### src/rtl/vga_timing_gen.sv
// Raster timing generator: pixel/line counters, visible-area decode, frame strobes, delayed syncs.
// Latency: counters/decodes immediate; hs/vs lag the counters by 1 + SYNC_DELAY clocks.
// Backpressure: none; free-running on the pixel clock, only reset stalls it.
module vga_timing_gen #(
   parameter int H_VISIBLE  = 640,
   parameter int H_FP       = 16,
   parameter int H_SYNC     = 96,
   parameter int H_BP       = 48,
   parameter int V_VISIBLE  = 480,
   parameter int V_FP       = 10,
   parameter int V_SYNC     = 2,
   parameter int V_BP       = 33,
   parameter int SYNC_DELAY = 1
) (
   input  logic        vga_clk,
   input  logic        reset,
   output logic [9:0]  DrawX,
   output logic [9:0]  DrawY,
   output logic        blank,
   output logic        hs,
   output logic        vs,
   output logic        frame_start,
   output logic        vblank_start,
   output logic [15:0] frame_count
);

   // Totals must fit the 10-bit counters (each at most 1024).
   localparam int H_TOTAL = H_VISIBLE + H_FP + H_SYNC + H_BP;
   localparam int V_TOTAL = V_VISIBLE + V_FP + V_SYNC + V_BP;

   // All thresholds folded to counter width so the datapath is compare-only.
   localparam logic [9:0] H_LAST   = 10'(H_TOTAL - 1);
   localparam logic [9:0] H_VIS    = 10'(H_VISIBLE);
   localparam logic [9:0] HS_FIRST = 10'(H_VISIBLE + H_FP);
   localparam logic [9:0] HS_LAST  = 10'(H_VISIBLE + H_FP + H_SYNC - 1);
   localparam logic [9:0] V_LAST   = 10'(V_TOTAL - 1);
   localparam logic [9:0] V_VIS    = 10'(V_VISIBLE);
   localparam logic [9:0] VS_FIRST = 10'(V_VISIBLE + V_FP);
   localparam logic [9:0] VS_LAST  = 10'(V_VISIBLE + V_FP + V_SYNC - 1);

   logic [9:0]            hc_q, hc_d;
   logic [9:0]            vc_q, vc_d;
   logic [15:0]           frame_count_q, frame_count_d;
   // Stage 0 is the registered raw sync; stages 1..SYNC_DELAY are the alignment delay.
   logic [SYNC_DELAY:0]   hs_pipe_q, hs_pipe_d;
   logic [SYNC_DELAY:0]   vs_pipe_q, vs_pipe_d;
   logic                  hs_raw;
   logic                  vs_raw;

   // Next-state for the raster counters and the completed-frame counter.
   always_comb begin
      hc_d          = hc_q + 10'd1;
      vc_d          = vc_q;
      frame_count_d = frame_count_q;
      if (hc_q == H_LAST) begin
         hc_d = '0;
         if (vc_q == V_LAST) begin
            vc_d          = '0;
            frame_count_d = frame_count_q + 16'd1;
         end else begin
            vc_d = vc_q + 10'd1;
         end
      end
   end

   // Raw active-low syncs decoded from the current counters, then shifted down the delay line.
   always_comb begin
      hs_raw       = !((hc_q >= HS_FIRST) && (hc_q <= HS_LAST));
      vs_raw       = !((vc_q >= VS_FIRST) && (vc_q <= VS_LAST));
      hs_pipe_d    = hs_pipe_q;
      vs_pipe_d    = vs_pipe_q;
      hs_pipe_d[0] = hs_raw;
      vs_pipe_d[0] = vs_raw;
      for (int i = 1; i <= SYNC_DELAY; i++) begin
         hs_pipe_d[i] = hs_pipe_q[i-1];
         vs_pipe_d[i] = vs_pipe_q[i-1];
      end
   end

   // State registers; reset flushes the sync pipeline to inactive so no partial pulse escapes.
   always_ff @(posedge vga_clk) begin
      if (reset) begin
         hc_q          <= '0;
         vc_q          <= '0;
         frame_count_q <= '0;
         hs_pipe_q     <= '1;
         vs_pipe_q     <= '1;
      end else begin
         hc_q          <= hc_d;
         vc_q          <= vc_d;
         frame_count_q <= frame_count_d;
         hs_pipe_q     <= hs_pipe_d;
         vs_pipe_q     <= vs_pipe_d;
      end
   end

   // Output decode; strobes and visible flag are held low while reset is asserted.
   always_comb begin
      DrawX        = hc_q;
      DrawY        = vc_q;
      frame_count  = frame_count_q;
      hs           = hs_pipe_q[SYNC_DELAY];
      vs           = vs_pipe_q[SYNC_DELAY];
      blank        = !reset && (hc_q < H_VIS) && (vc_q < V_VIS);
      frame_start  = !reset && (hc_q == 10'd0) && (vc_q == 10'd0);
      vblank_start = !reset && (hc_q == 10'd0) && (vc_q == V_VIS);
   end

endmodule
### config.mk
export PLATFORM = sky130hd
export DESIGN_NAME = vga_timing_gen
export DESIGN_NICKNAME = d
export VERILOG_FILES = /design/src/rtl/vga_timing_gen.sv
export SDC_FILE = /design/constraint.sdc
export NUM_CORES = 1
export LEC_CHECK = 0
export BUFFER_PORTS_ARGS = -buffer_cell sky130_fd_sc_hd__buf_2
export CORE_MARGIN = 5
export CORE_UTILIZATION = 55
export DETAILED_ROUTE_END_ITERATION = 10
export GPL_ROUTABILITY_DRIVEN = 1
export MAX_ROUTING_LAYER = met4
export PLACE_DENSITY_LB_ADDON = 0.1
export SETUP_SLACK_MARGIN = 0.2
export SLEW_MARGIN = 0
export SYNTH_ARGS = -nofsm -noshare
export SYNTH_HDL_FRONTEND = slang
export SYNTH_SLANG_ARGS = --single-unit
### constraint.sdc
create_clock -name vga_clk -period 4.3 [get_ports vga_clk]
set_clock_uncertainty 0.1 [all_clocks]
set_input_delay 0.43 -clock vga_clk [delete_from_list [all_inputs] [get_ports vga_clk]]
set_output_delay 0.43 -clock vga_clk [all_outputs]
set_load 0.02 [all_outputs]
==> results.json <==
{
  "htree_levels": 2,
  "synth_seq_cells": 40,
  "switching_share_pct": 21.8,
  "ioPinCount": 43,
  "drv_slew": 0,
  "clkTransAtPathRegs_ns": 0.07,
  "yosysWarnings": 0,
  "start_util_pct": 56.5,
  "power_frac_clock_pct": 38.7,
  "setup_viol": 0,
  "grt_pass1_vias": 1662,
  "detail-route-antenna-nets": 0,
  "switching_power_uw": 143,
  "numCtsBuffers": 5,
  "combPwrFrac_pct": 3.7,
  "antenna_found_initial": 0,
  "slowest_stage": "or4_2",
  "synth-seq-area-share_pct": 38.7,
  "end_kind": "output pin",
  "final_nets": 286,
  "syn_avg_cell_area_um2": 8.47,
  "critical_path_class": "reg2out",
  "worst_pin_slew_ns": 0.755,
  "regArea_um2": 801,
  "cts_tree": "built",
  "cts.sink_count": 40,
  "p_total_uw": 653,
  "first_pass_iters": 4,
  "synth_top_cell_by_area": "dfxtp_1",
  "whs_ns": 0.311,
  "syn_inst": 244,
  "max_stage_delay_ns": 0.62,
  "layout-drive-gt1-share_pct": 21.9,
  "tns_ns": 0,
  "grt_first_pass_wirelength_um": 7950,
  "powerDensity_mw_per_mm2": 277,
  "reg2reg_slack_ns": 1.61,
  "ir_drop_uv": 188,
  "p_seq_share_pct": 57.5,
  "num_vias": 1916,
  "syn_nets": 252,
  "post-route-period-util_pct": 62.6,
  "dp_hpwl_um": 3360,
  "core-area_mm2": 0.00366,
  "cts_buffer_depth": 2,
  "finalCriticalPeriod_ns": 2.69,
  "max_slew_margin_pct": 49.2,
  "synthTopCellsByArea": "dfxtp_1 (39%), nor2_1 (4.4%), or4_1 (4.4%), a21oi_1 (4.1%), ha_1 (3.6%)",
  "grt_max_degree": 28,
  "cts_resized": 0,
  "finalHoldViolCount": 0,
  "drc": 0,
  "cts_hold_buf": 0,
  "drv_cap": 0,
  "yosysUniqueCellTypes": 41,
  "diodes": 0,
  "wirelength_um": 4820,
  "hold_class": "reg2reg",
  "clk_latency_ns": 0.29,
  "postLayoutCoreUtil_pct": 64.5,
  "drt_iter0_drc": 126,
  "track_usage_pct": 19.8,
  "gp_congestion": 0.890,
  "die_w_um": 71.3,
  "max_freq_mhz": 371,
  "die_h_um": 71.3,
  "synth_top_area_share_pct": 38.7,
  "syn_to_final_growth_pct": 14.2,
  "wl_per_cell_um": 14.7,
  "rsz0062_at_grt": "no",
  "numPortBuffers": 42,
  "fp.dieArea_mm2": 0.00508,
  "crit_chain": "inv_1, ha_1, or2b_1, or4_2, nor2_1, buf_2",
  "leakage_nw": 0.890,
  "drt-vias-per-instance": 5.86,
  "status": "completed",
  "multi_input_area_mm2": 0.00116,
  "cts_setup_buffers": 0,
  "arrival_ns": 2.16,
  "cp_max_fo": 7,
  "fill_cells": 334,
  "start_kind": "flip-flop",
  "required_ns": 3.77,
  "syn-cell-area_mm2": 0.00207,
  "rows": 22,
  "internal-power_uw": 511,
  "grt.overflow.total": 0,
  "root_buffer": "clkbuf_8"
}
==> cell families (layout without fill, tap and decap cells) <==
group                    Yosys count  after routing  synth area share, %
multiplexers                       3              3                 1.57
AO/OA/AOI/OAI                     38             38                 11.3
AND/OR/NAND/NOR                  117            117                 33.6
buffers and inverters             26             61                 5.27
adder cells (fa/ha/maj)            6              6                 3.63
XOR/XNOR                          14             14                 5.93
flip-flops                        40             40                 38.7
==> final cells by class <==
class                      instances  share of cell area, %
multi-input combinational        178                   49.0
timing repair buffer              42                   8.91
sequential                        40                   33.9
inverter                          11                   1.75
clock buffer                       8                   3.82
tap                               48                   2.55
==> routing by layer <==
layer  track usage (%)  up-vias  share of wire (%)
met2              29.9       50                 46
met4              6.26        0                1.2
li1                  -      963                  -
met3              4.77        6                4.9
met5                 -        -                  0
met1              26.1      897                 48
==> registers in the layout, summed over array words and instances (netlist names) <==
register     cells
DrawX           10
DrawY           10
vs_pipe_q        2
frame_count     16
hs_pipe_q        2
==> placed cells by master (no fill, tap or decap), drive strengths merged, types with 8 or more instances in the layout <==
master / Yosys / layout
a21oi: 17 / 17
buf: 4 / 42
clkbuf: 11 / 8
dfxtp: 40 / 40
inv: 11 / 11
nand2: 12 / 12
nand3: 14 / 14
nand4: 9 / 9
nor2: 24 / 24
nor4: 8 / 8
o21ai: 8 / 8
or3: 8 / 8
or4: 15 / 15
==> synth_stat cells, drive strengths merged <==
cell type and number:
or4b 6, nand4 9, dfxtp 40, xnor2 7
ha 6, and4 3, o41ai 4, or3b 1
nand4b 3, and3 3, mux2 2, nor4 8
nor3 3, o31ai 7, inv 11, or3 8
a31o 1, nand2 12, o21ai 8, and2 1
buf 4, a22oi 1, xor2 7, or2 3
or2b 1, nand3b 1, a21oi 17, nor2 24
mux2i 1, nand3 14, clkbuf 11, or4 15
nor2b 2
==> path summary, 6_finish.rpt <==
path | from | to | depth (start not counted)
worst max-delay path | DrawY[0]$_SDFFE_PP0N_ | frame_start | 6
worst min-delay path | vs_pipe_q[0]$_SDFF_PP1_ | vs_pipe_q[1]$_SDFF_PP1_ | 1
worst max register to register | DrawX[0]$_SDFF_PP0_ | frame_count[8]$_SDFFE_PP0P_ | 5
worst min register to register | vs_pipe_q[0]$_SDFF_PP1_ | vs_pipe_q[1]$_SDFF_PP1_ | 1
==> stage by stage <==
stage / cells / instance area (um2) / setup WS, ns
final: 327 / 2360 / 1.61
after global routing: 327 / 2360 / 1.40
after CTS: 327 / 2360 / 1.60
after detailed placement: 319 / 2270 / 1.62
after global placement: 319 / 2270 / 1.68
after floorplan: 244 / 2070 / 1.80
==> power groups by stage <==
stage | Sequential [mW] | Combinational, mW | Clock [mW]
final | 0.376 | 0.0244 | 0.253
after global placement | 0.384 | 0.0250 | 0
after detailed placement | 0.384 | 0.0247 | 0
after global routing | 0.376 | 0.0274 | 0.277
after floorplan | 0.387 | 0.0142 | 0
after CTS | 0.376 | 0.0248 | 0.262
==> worst max-delay path, delay by kind of cell, from the launching register on <==
kind	cells	cell delay (ns)
buf+inv	2	0.28
simple gates	3	1.02
flops	1	0.37
fa+ha+maj	1	0.20
Note: power is estimated with default switching activity, not from simulation.
